File: config.mk
export PLATFORM = sky130hd
export DESIGN_NAME = fetch_buffered
export DESIGN_NICKNAME = d
export VERILOG_FILES = /design/src/rtl/fetch_pkg.sv /design/src/rtl/fetch_buffered_queue.sv /design/src/rtl/fetch_buffered.sv
export SDC_FILE = /design/constraint.sdc
export NUM_CORES = 1
export LEC_CHECK = 0
export CAP_MARGIN = 20
export CORE_UTILIZATION = 55
export CTS_BUF_LIST = sky130_fd_sc_hd__clkbuf_2 sky130_fd_sc_hd__clkbuf_4 sky130_fd_sc_hd__clkbuf_8
export DETAILED_ROUTE_END_ITERATION = 7
export PLACE_DENSITY = 0.77
export RECOVER_POWER = 100
export SYNTH_ARGS = -nofsm -noshare
export SYNTH_HDL_FRONTEND = slang
export SYNTH_HIERARCHICAL = 1
export SYNTH_SLANG_ARGS = --single-unit
File: constraint.sdc
create_clock -name clk -period 8.3 [get_ports clk]
set_input_delay 0.83 -clock clk [delete_from_list [all_inputs] [get_ports clk]]
set_output_delay 0.83 -clock clk [all_outputs]
set_load 0.03 [all_outputs]
File: src/rtl/fetch_pkg.sv
// Shared constants and predecode helpers for the buffered fetch stage.
package fetch_pkg;

    localparam int unsigned XLEN = 32;

    localparam logic [6:0] OP_JAL     = 7'b1101111;
    localparam logic [6:0] OP_BRANCH  = 7'b1100011;
    localparam logic [6:0] OP_FBRANCH = 7'b1100001;

    // J-type immediate from instr[31:12], sign-extended with a zero LSB.
    function automatic logic [XLEN-1:0] imm_j(input logic [31:12] hi);
        return {{12{hi[31]}}, hi[19:12], hi[20], hi[30:21], 1'b0};
    endfunction

    // B-type immediate from instr[31:25] and instr[11:7].
    function automatic logic [XLEN-1:0] imm_b(input logic [31:25] f7, input logic [11:7] f5);
        return {{20{f7[31]}}, f5[7], f7[30:25], f5[11:8], 1'b0};
    endfunction

    // A clear LSB marks a 64-bit instruction.
    function automatic logic is_64(input logic lsb);
        return ~lsb;
    endfunction

    function automatic logic is_jal(input logic [6:0] op);
        return op == OP_JAL;
    endfunction

    function automatic logic is_branch(input logic [6:0] op);
        return (op == OP_BRANCH) || (op == OP_FBRANCH);
    endfunction

endpackage

File: src/rtl/fetch_buffered_queue.sv
// Circular instruction FIFO with a synchronous flush that wins over push/pop.
module fetch_queue
    import fetch_pkg::*;
#(
    parameter int unsigned DEPTH = 4,
    parameter int unsigned W     = 32
) (
    input  logic                   clk,
    input  logic                   rstn,
    input  logic                   flush_i,
    input  logic                   push_i,
    input  logic [W-1:0]           wdata_i,
    input  logic                   pop_i,
    output logic [W-1:0]           head_o,
    output logic [$clog2(DEPTH):0] count_o,
    output logic                   empty_o,
    output logic                   full_o
);

    localparam int unsigned PTR_W = $clog2(DEPTH);
    localparam int unsigned CNT_W = PTR_W + 1;

    logic [W-1:0]     mem_q [DEPTH];
    logic [PTR_W-1:0] rd_ptr_q, rd_ptr_d;
    logic [PTR_W-1:0] wr_ptr_q, wr_ptr_d;
    logic [CNT_W-1:0] count_q, count_d;

    // Pointer and occupancy update; pointers wrap naturally since DEPTH is a power of two.
    always_comb begin
        rd_ptr_d = rd_ptr_q;
        wr_ptr_d = wr_ptr_q;
        count_d  = count_q;
        if (flush_i) begin
            rd_ptr_d = '0;
            wr_ptr_d = '0;
            count_d  = '0;
        end else begin
            if (push_i) wr_ptr_d = wr_ptr_q + PTR_W'(1);
            if (pop_i)  rd_ptr_d = rd_ptr_q + PTR_W'(1);
            count_d = count_q + CNT_W'(push_i) - CNT_W'(pop_i);
        end
    end

    always_ff @(posedge clk or negedge rstn) begin
        if (!rstn) begin
            rd_ptr_q <= '0;
            wr_ptr_q <= '0;
            count_q  <= '0;
        end else begin
            rd_ptr_q <= rd_ptr_d;
            wr_ptr_q <= wr_ptr_d;
            count_q  <= count_d;
        end
    end

    always_ff @(posedge clk or negedge rstn) begin
        if (!rstn) begin
            for (int i = 0; i < int'(DEPTH); i++) mem_q[i] <= '0;
        end else if (push_i && !flush_i) begin
            mem_q[wr_ptr_q] <= wdata_i;
        end
    end

    assign head_o  = mem_q[rd_ptr_q];
    assign count_o = count_q;
    assign empty_o = (count_q == '0);
    assign full_o  = (count_q == CNT_W'(DEPTH));

endmodule

File: src/rtl/fetch_buffered.sv
// Fetch stage: one imem request in flight, predecode-driven next PC, and a
// DEPTH-entry queue toward decode; a backend redirect flushes and restarts fetch.
module fetch_buffered
    import fetch_pkg::*;
#(
    parameter int unsigned DEPTH    = 4,
    parameter int unsigned GHR_W    = 8,
    parameter logic [31:0] RESET_PC = 32'h0
) (
    input  logic             clk,
    input  logic             rstn,
    input  logic             redirect_valid,
    input  logic [31:0]      redirect_pc,
    output logic             imem_en,
    output logic [31:0]      imem_addr,
    input  logic [31:0]      imem_rdata,
    input  logic [31:0]      imem_rdata1,
    input  logic             bp_taken,
    input  logic [GHR_W-1:0] bp_index,
    output logic             out_valid,
    input  logic             out_ready,
    output logic [31:0]      out_pc,
    output logic [31:0]      out_instr,
    output logic [31:0]      out_instr1,
    output logic             out_pred_taken,
    output logic [GHR_W-1:0] out_bp_index
);

    localparam int unsigned CNT_W = $clog2(DEPTH) + 1;
    localparam int unsigned OCC_W = CNT_W + 1;

    typedef struct packed {
        logic [31:0]      pc;
        logic [31:0]      instr;
        logic [31:0]      instr1;
        logic             pred_taken;
        logic [GHR_W-1:0] bp_index;
    } fetch_entry_t;

    localparam int unsigned ENTRY_W = $bits(fetch_entry_t);

    logic [31:0] fetch_pc_q, fetch_pc_d;
    logic [31:0] resp_pc_q, resp_pc_d;
    logic        inflight_q, inflight_d;

    logic             is_jal_c, is_branch_c, pred_taken_c;
    logic [31:0]      pred_next_c, cand_c;
    logic             push_c, pop_c, issue_c;
    logic [OCC_W-1:0] occ_c;

    fetch_entry_t     wr_entry, head_entry;
    logic [CNT_W-1:0] q_count;
    logic             q_empty, q_full;

    // Predecode of the returning word selects the sequential or predicted target.
    always_comb begin
        is_jal_c     = is_jal(imem_rdata[6:0]);
        is_branch_c  = is_branch(imem_rdata[6:0]);
        pred_taken_c = is_jal_c | (is_branch_c & bp_taken);
        if (is_jal_c) begin
            pred_next_c = resp_pc_q + imm_j(imem_rdata[31:12]);
        end else if (is_branch_c && bp_taken) begin
            pred_next_c = resp_pc_q + imm_b(imem_rdata[31:25], imem_rdata[11:7]);
        end else if (is_64(imem_rdata[0])) begin
            pred_next_c = resp_pc_q + 32'd8;
        end else begin
            pred_next_c = resp_pc_q + 32'd4;
        end
    end

    // A fetch may issue only if its response is guaranteed a queue slot.
    always_comb begin
        push_c    = inflight_q & ~redirect_valid;
        out_valid = ~q_empty & ~redirect_valid;
        pop_c     = out_valid & out_ready;
        occ_c     = OCC_W'(q_count) + OCC_W'(push_c) - OCC_W'(pop_c);
        issue_c   = redirect_valid | (occ_c < OCC_W'(DEPTH));
        if (redirect_valid) begin
            cand_c = redirect_pc;
        end else if (inflight_q) begin
            cand_c = pred_next_c;
        end else begin
            cand_c = fetch_pc_q;
        end
    end

    assign imem_en   = rstn & issue_c;
    assign imem_addr = cand_c;

    always_comb begin
        fetch_pc_d = fetch_pc_q;
        resp_pc_d  = resp_pc_q;
        inflight_d = inflight_q;
        if (issue_c) begin
            resp_pc_d  = cand_c;
            inflight_d = 1'b1;
        end else begin
            fetch_pc_d = cand_c;
            inflight_d = 1'b0;
        end
    end

    always_ff @(posedge clk or negedge rstn) begin
        if (!rstn) begin
            fetch_pc_q <= RESET_PC;
            resp_pc_q  <= '0;
            inflight_q <= 1'b0;
        end else begin
            fetch_pc_q <= fetch_pc_d;
            resp_pc_q  <= resp_pc_d;
            inflight_q <= inflight_d;
        end
    end

    always_comb begin
        wr_entry            = '0;
        wr_entry.pc         = resp_pc_q;
        wr_entry.instr      = imem_rdata;
        wr_entry.instr1     = imem_rdata1;
        wr_entry.pred_taken = pred_taken_c;
        wr_entry.bp_index   = bp_index;
    end

    fetch_queue #(
        .DEPTH (DEPTH),
        .W     (ENTRY_W)
    ) u_queue (
        .clk     (clk),
        .rstn    (rstn),
        .flush_i (redirect_valid),
        .push_i  (push_c),
        .wdata_i (wr_entry),
        .pop_i   (pop_c),
        .head_o  (head_entry),
        .count_o (q_count),
        .empty_o (q_empty),
        .full_o  (q_full)
    );

    assign out_pc         = head_entry.pc;
    assign out_instr      = head_entry.instr;
    assign out_instr1     = head_entry.instr1;
    assign out_pred_taken = head_entry.pred_taken;
    assign out_bp_index   = head_entry.bp_index;

    a_no_overflow: assert property (@(posedge clk) disable iff (!rstn)
        !(q_full && push_c && !pop_c));

endmodule

==> key figures, run 1 <==
Setup path
  – R2r startpoint: u_queue/count_o[1]$_DFF_PN0_
  – R2R setup slack: 2.30 ns
  – Setup CP Type: input pin to register
  – Crit end category: register
  – WP data required: 8.83 ns
  – CP Launch Type: input pin
  – CP arrival: 7.60 ns
  – Worst Reg-to-Reg Cells: 13
  – Worst Path Max Fanout: 67
  – Reg-to-Reg End: fetch_pc_q[24]$_DFFE_PN0P_

Run status
  – Run status: finished with violations
  – Failing checks: max-capacitance violations, max-slew violations

Pwr
  – Peak supply drop: 216 uV
  – Sw frac: 0.402
  – Clock Power Share: 0.187
  – Power consumption: roughly 12 mW
  – LEAKAGE: around 14 nW
  – Pwr Density: 401 nW/um2
  – Sequential share of power: 0.345
  – Comb pwr share: 0.468
  – Internal power: 7.36 mW
  – P_sw: 4.94 mW

Global routing
  – Largest net degree at the start of global routing: 89
  – GR Overflow Total: 0
  – Number of global-route vias before repair: between 15000 and 20000
  – GR Util All Layers: 0.296
  – Global-route wire length before repair: 114000 um
  – Initial antenna violation count: 4

Floorplan
  – Die Y-Extent: 223 um
  – Num rows: 80
  – Ports: 248
  – Core Region: 48000 um2
  – Initial Util: 0.560
  – Die extent in x: about 220 um
  – DIE AREA: 49900 um2

Drt
  – Final wirelength: 72300 um
  – DRC viols: 0
  – Vias: 18600
  – Antenna-violating nets left: 0
  – Avg WL per Cell: between 20 and 25 um
  – DR iter-0 viols: 1166
  – Vias/cell: 6.21
  – Drt first pass iters: 6

Run
  – Max cap viols: 18

Finish
  – Share of layout cells above drive strength 1: 0.253
  – # diodes: 0
  – Fin util: 0.638
  – Layout area overhead: 13.8%
  – Filler cells: 3747
  – Total Nets Final: around 2500

Timing
  – Worst-Margin Slew: 3.61 ns
  – Final Cycle Share: 0.851
  – Hold slack: 0.475 ns
  – Final setup viols: 0
  – Max Slew Vio Count: 975
  – Final hold violation count: 0
  – Relative slew slack: -1.41
  – Setup Skew: between 0.02 and 0.025 ns
  – Post-layout min period: 7.06 ns
  – Final setup TNS: 0 ns
  – RSZ-0062 raised after global routing: false
  – Fmax: 0.142 GHz

Place
  – RD Place Congestion: a little under 1
  – Port bufs: 247
  – Post-DP HPWL: 48900 um

Synthesis
  – Synth Net Count: ~2300
  – Synth Cell Area: 26900 um2
  – Mapped Cells: 2090
  – Yosys warns: 6
  – Syn avg cell area: 12.9 um2

Clocking
  – Post-CTS sizing: 0
  – Longest Clk Path Bufs: 3
  – Hold-fix buffers, CTS: 0
  – # clock sinks: 492
  – CTS tree: done
  – Post-CTS setup buffer count: 0
  – Worst skew pair latency: 0.67 ns
  – CTS clk-pin slew, worst paths: 0.06 ns
  – TritonCTS Buffers: 81
  – Root buffer cell: clkbuf_8
  – H-tree lvl count: 3

Worst hold path
  – Worst Hold Path EP: fetch_pc_q[4]$_DFFE_PN0P_
  – Hold crit path type: register to register
  – Hold Crit Depth: 2
  – HP Start: fetch_pc_q[4]$_DFFE_PN0P_
==> area by class of cell <==
class,instances,area [um2],area share
Timing Repair Buffer,277,2650,0.0866
Clock buffer,132,1660,0.0542
Inverter,35,131,0.00429
Multi-Input combinational cell,1425,13000,0.424
Clock inverter,16,131,0.00429
Tap cell,615,769,0.0251
Sequential cell,492,12300,0.402
==> state kept, by name (all words and copies together), names as in the netlist <==
name,count
u_queue/mem_q,420
fetch_pc_q,32
resp_pc_q,32
u_queue/count_o,3
u_queue/rd_ptr_q,2
u_queue/wr_ptr_q,2
inflight_q,1
==> through the flow <==
stage               instances  setup slack, ns  cell area (um2)
detailed placement       2843             2.13            29500
CTS                      2991             2.09            31300
finish                   2992             1.24            30700
global route             2992            0.901            30700
global placement         2843             2.18            29500
floorplan                2090             3.36            26900
==> critical path, cell delays in order <==
cell and delay, ns:
clkbuf_1 0.49, clkbuf_1 1.97, nand3b_1 2.05, clkbuf_2 1.68
mux2_2 0.45
==> per-layer routing <==
| layer | part of all wire | track usage |
|---|---|---|
| met1 | 0.42 | 0.395 |
| met2 | 0.48 | 0.478 |
| met3 | 0.062 | 0.0552 |
| met4 | 0.036 | 0.125 |
| met5 | 0.00014 | 0 |
==> power by group through the flow <==
stage | Combinational (mW) | Sequential (mW) | Clock [mW]
detailed placement | 6.13 | 4.29 | 0
CTS | 6.17 | 4.26 | 2.36
global route | 6.16 | 4.37 | 2.45
floorplan | 4.44 | 3.94 | 0
finish | 5.76 | 4.25 | 2.30
global placement | 6.04 | 4.19 | 0
==> worst max-delay path by stage <==
stage / startpoint / endpoint / slack [ns] / cells past startpoint
floorplan: redirect_valid / imem_en / 3.36 / 16
global placement: imem_rdata[21] / imem_addr[29] / 2.18 / 14
detailed placement: imem_rdata[21] / imem_addr[29] / 2.13 / 14
CTS: imem_rdata[21] / imem_addr[29] / 2.09 / 14
global route: redirect_valid / u_queue/mem_q[72]$_DFFE_PN0P_ / 0.90 / 5
finish: redirect_valid / u_queue/mem_q[60]$_DFFE_PN0P_ / 1.24 / 5
==> layout by cell type, fill, tap and decap left out, types with 25 or more instances in the layout <==
cell,instances
a21oi_1,85
clkbuf_4,25
clkbuf_8,107
clkdlybuf4s50_1,107
dfrtp_1,491
dlygate4sd3_1,138
ha_1,54
inv_1,34
mux2_1,142
mux2_2,289
mux4_2,105
nand2_1,130
nand3_1,30
nor2_1,97
o21ai_0,82
xor2_1,34
Note: power is estimated with default switching activity, not from simulation.
==> run 2: changes to the inputs <==
--- a/config.mk
+++ b/config.mk
@@ -6,10 +6,10 @@
 export NUM_CORES = 1
 export LEC_CHECK = 0
 export CAP_MARGIN = 20
-export CORE_UTILIZATION = 55
+export CORE_UTILIZATION = 40
 export CTS_BUF_LIST = sky130_fd_sc_hd__clkbuf_2 sky130_fd_sc_hd__clkbuf_4 sky130_fd_sc_hd__clkbuf_8
+export CTS_CLUSTER_SIZE = 25
 export DETAILED_ROUTE_END_ITERATION = 7
-export PLACE_DENSITY = 0.77
 export RECOVER_POWER = 100
 export SYNTH_ARGS = -nofsm -noshare
 export SYNTH_HDL_FRONTEND = slang
==> key figures, run 2 (synthesis results as in run 1) <==
Timing
  – Final hold violation count: 0 (unchanged)
  – Final setup TNS: 0 ns (unchanged)
  – Relative slew slack: -1.19 (+0.213)
  – Setup Skew: 0.0338 ns (+0.00954 ns)
  – Final Cycle Share: 0.847 (-0.00397)
  – Max Slew Vio Count: 942 (-3.4%)
  – Worst-Margin Slew: 3.29 ns (-0.319 ns)
  – Post-layout min period: 7.03 ns (-0.0330 ns)
  – Fmax: 0.142 GHz (+0.47%)
  – Final setup viols: 0 (unchanged)
  – RSZ-0062 raised after global routing: false

Clocking
  – Root buffer cell: clkbuf_8
  – Post-CTS sizing: 0 (unchanged)
  – Post-CTS setup buffer count: 0 (unchanged)
  – TritonCTS Buffers: 87 (+7.4%)
  – H-tree lvl count: 3 (unchanged)
  – CTS tree: done
  – Worst skew pair latency: 0.69 ns (+0.02 ns)
  – # clock sinks: 492 (unchanged)
  – Hold-fix buffers, CTS: 0 (unchanged)
  – CTS clk-pin slew, worst paths: 0.05 ns (about the same)
  – Longest Clk Path Bufs: 3 (unchanged)

Floorplan
  – Core Region: 66200 um2 (+38%)
  – Num rows: 94 (+18%)
  – DIE AREA: 68400 um2 (+37%)
  – Die Y-Extent: 261 um (+17%)
  – Die extent in x: 261 um (+17%)
  – Initial Util: 0.407 (-0.154)
  – Ports: 248 (unchanged)

Place
  – Port bufs: 247 (unchanged)
  – Placed cell count: 3093 (+8.8%)
  – Cell Area, Placed: 29800 um2 (+1.1%)
  – RD Place Congestion: 0.911 (-6.6%)
  – Post-DP HPWL: 51900 um (+6.1%)

Setup path
  – CP Buf/Inv Count: 3 (unchanged)
  – CP Launch Type: input pin
  – CP arrival: 6.20 ns (-1.40 ns)
  – Crit end category: output pin
  – WP data required: 7.47 ns (-1.36 ns)
  – Worst Path Max Fanout: 24 (-64%)
  – CP peak stage delay: 1.05 ns (-1.00 ns)
  – Crit-path cells: clkdlybuf4s50_1, clkbuf_1, ha_1, nand2_1, o21ai_0, o21ai_0, a311o_1, a211o_1, a32oi_1, nand2_1, a21oi_1, dlygate4sd3_1
  – CP top delay family: buffers and inverters
  – Setup CP Type: input pin to output pin
  – Slowest stage cell on the critical path: clkbuf_1

Pwr
  – Peak supply drop: 185 uV (-14%)
  – Power consumption: 12.4 mW (+0.40%)
  – LEAKAGE: 13.5 nW (-0.24%)
  – Pwr Density: 399 nW/um2 (-0.61%)

Run
  – Max cap viols: 19 (+1)

Worst hold path
  – Hold crit path type: register to register

Drt
  – Avg WL per Cell: 23.9 um (-1.3%)
  – Antenna-violating nets left: 0 (unchanged)
  – Drt first pass iters: 5 (-1)
  – DR iter-0 viols: 1199 (+2.8%)
  – Vias/cell: 5.69 (-8.3%)
  – DRC viols: 0 (unchanged)
  – Final wirelength: 77300 um (+7.0%)
  – Vias: 18500 (-0.60%)

Finish
  – Biggest register: u_queue/mem_q
  – Max FFs per register: 420 (unchanged)
  – Most common cell after layout, fill and taps aside: dfrtp_1
  – Share of layout cells above drive strength 1: 0.250 (-0.00305)
  – Layout area overhead: 15.0%
  – Fin util: 0.468 (-0.170)
  – Post-route cell area: 31000 um2 (+1.0%)
  – Layout Cells excl Fill: 3242 (+8.4%)
  – Total Nets Final: 2484 (+0.24%)
  – Most frequent cells in the layout: dfrtp_1 (491), mux2_2 (289), mux2_1 (146)
  – # diodes: 0 (unchanged)
  – Biggest regs: u_queue/mem_q (420), fetch_pc_q (32), resp_pc_q (32)

Global routing
  – GR Overflow Total: 0 (unchanged)
  – Number of global-route vias before repair: 19200 (-2.6%)
  – Global-route wire length before repair: 119000 um (+4.8%)
  – GR Util All Layers: 0.229 (-0.0672)
  – Initial antenna violation count: 0 (-4)
  – Largest net degree at the start of global routing: 109 (+22%)

Run status
  – Failing checks: max-capacitance violations, max-slew violations
  – Run status: finished with violations
==> run 2: changes by cell type in the layout (fill, tap and decap cells not counted), moves of 2 or more <==
cell | previous run | this run
buf_4 | 13 | 11
inv_6 | 3 | 0
clkbuf_2 | 7 | 4
clkbuf_1 | 11 | 15
mux2_1 | 142 | 146
clkdlybuf4s50_1 | 107 | 109
dlygate4sd3_1 | 138 | 136
clkinvlp_4 | 0 | 3
mux2_4 | 8 | 4
==> run 2: worst paths after layout <==
kind	startpoint	to	slack, ns	cells after the start
worst min register to register	fetch_pc_q[5]$_DFFE_PN0P_	fetch_pc_q[5]$_DFFE_PN0P_	0.47	2
worst max register to register	u_queue/count_o[1]$_DFF_PN0_	fetch_pc_q[24]$_DFFE_PN0P_	2.27	13
worst max-delay path	imem_rdata[31]	imem_addr[26]	1.27	12
max in group asynchronous	rstn	u_queue/mem_q[148]$_DFFE_PN0P_	2.77	2
min in group asynchronous	rstn	u_queue/mem_q[51]$_DFFE_PN0P_	1.22	1
worst min-delay path	fetch_pc_q[5]$_DFFE_PN0P_	fetch_pc_q[5]$_DFFE_PN0P_	0.47	2
==> run 2: per-stage QoR <==
stage / worst slack, ns / hold WS [ns]
2_1_floorplan: 3.36 / 0.442
3_3_place_gp: 2.24 / 0.459
3_5_place_dp: 2.20 / 0.463
4_1_cts: 2.15 / 0.0329
5_1_grt: 1.02 / 0.492
6_report: 1.27 / 0.472
==> run 2: final cells by class <==
class / instances / area (um2)
clock buffers: 133 / 1670
clock inverters: 16 / 155
fillers: 6063 / 35300
inverters: 35 / 131
multi-input cells: 1425 / 13000
flip-flops and latches: 492 / 12300
well taps: 864 / 1080
repair buffers: 277 / 2640
==> run 2: report_power, final <==
group          switching, mW  internal (mW)
clock network           1.02           1.34
registers              0.794           3.45
logic                   3.17           2.57
total                   4.99           7.36
==> run 2: layer usage <==
metal	track usage	share of wire	up-vias
met5	0	0	-
met4	0.0625	0.023	0
met3	0.0388	0.049	125
met2	0.368	0.47	540
met1	0.320	0.45	9537
li1	-	-	8260
==> run 2: tightest hold or removal path: stages, from the launching register on <==
cell and delay [ns]:
dfrtp_1 0.34, nand2_1 0.05, nand2_1 0.05
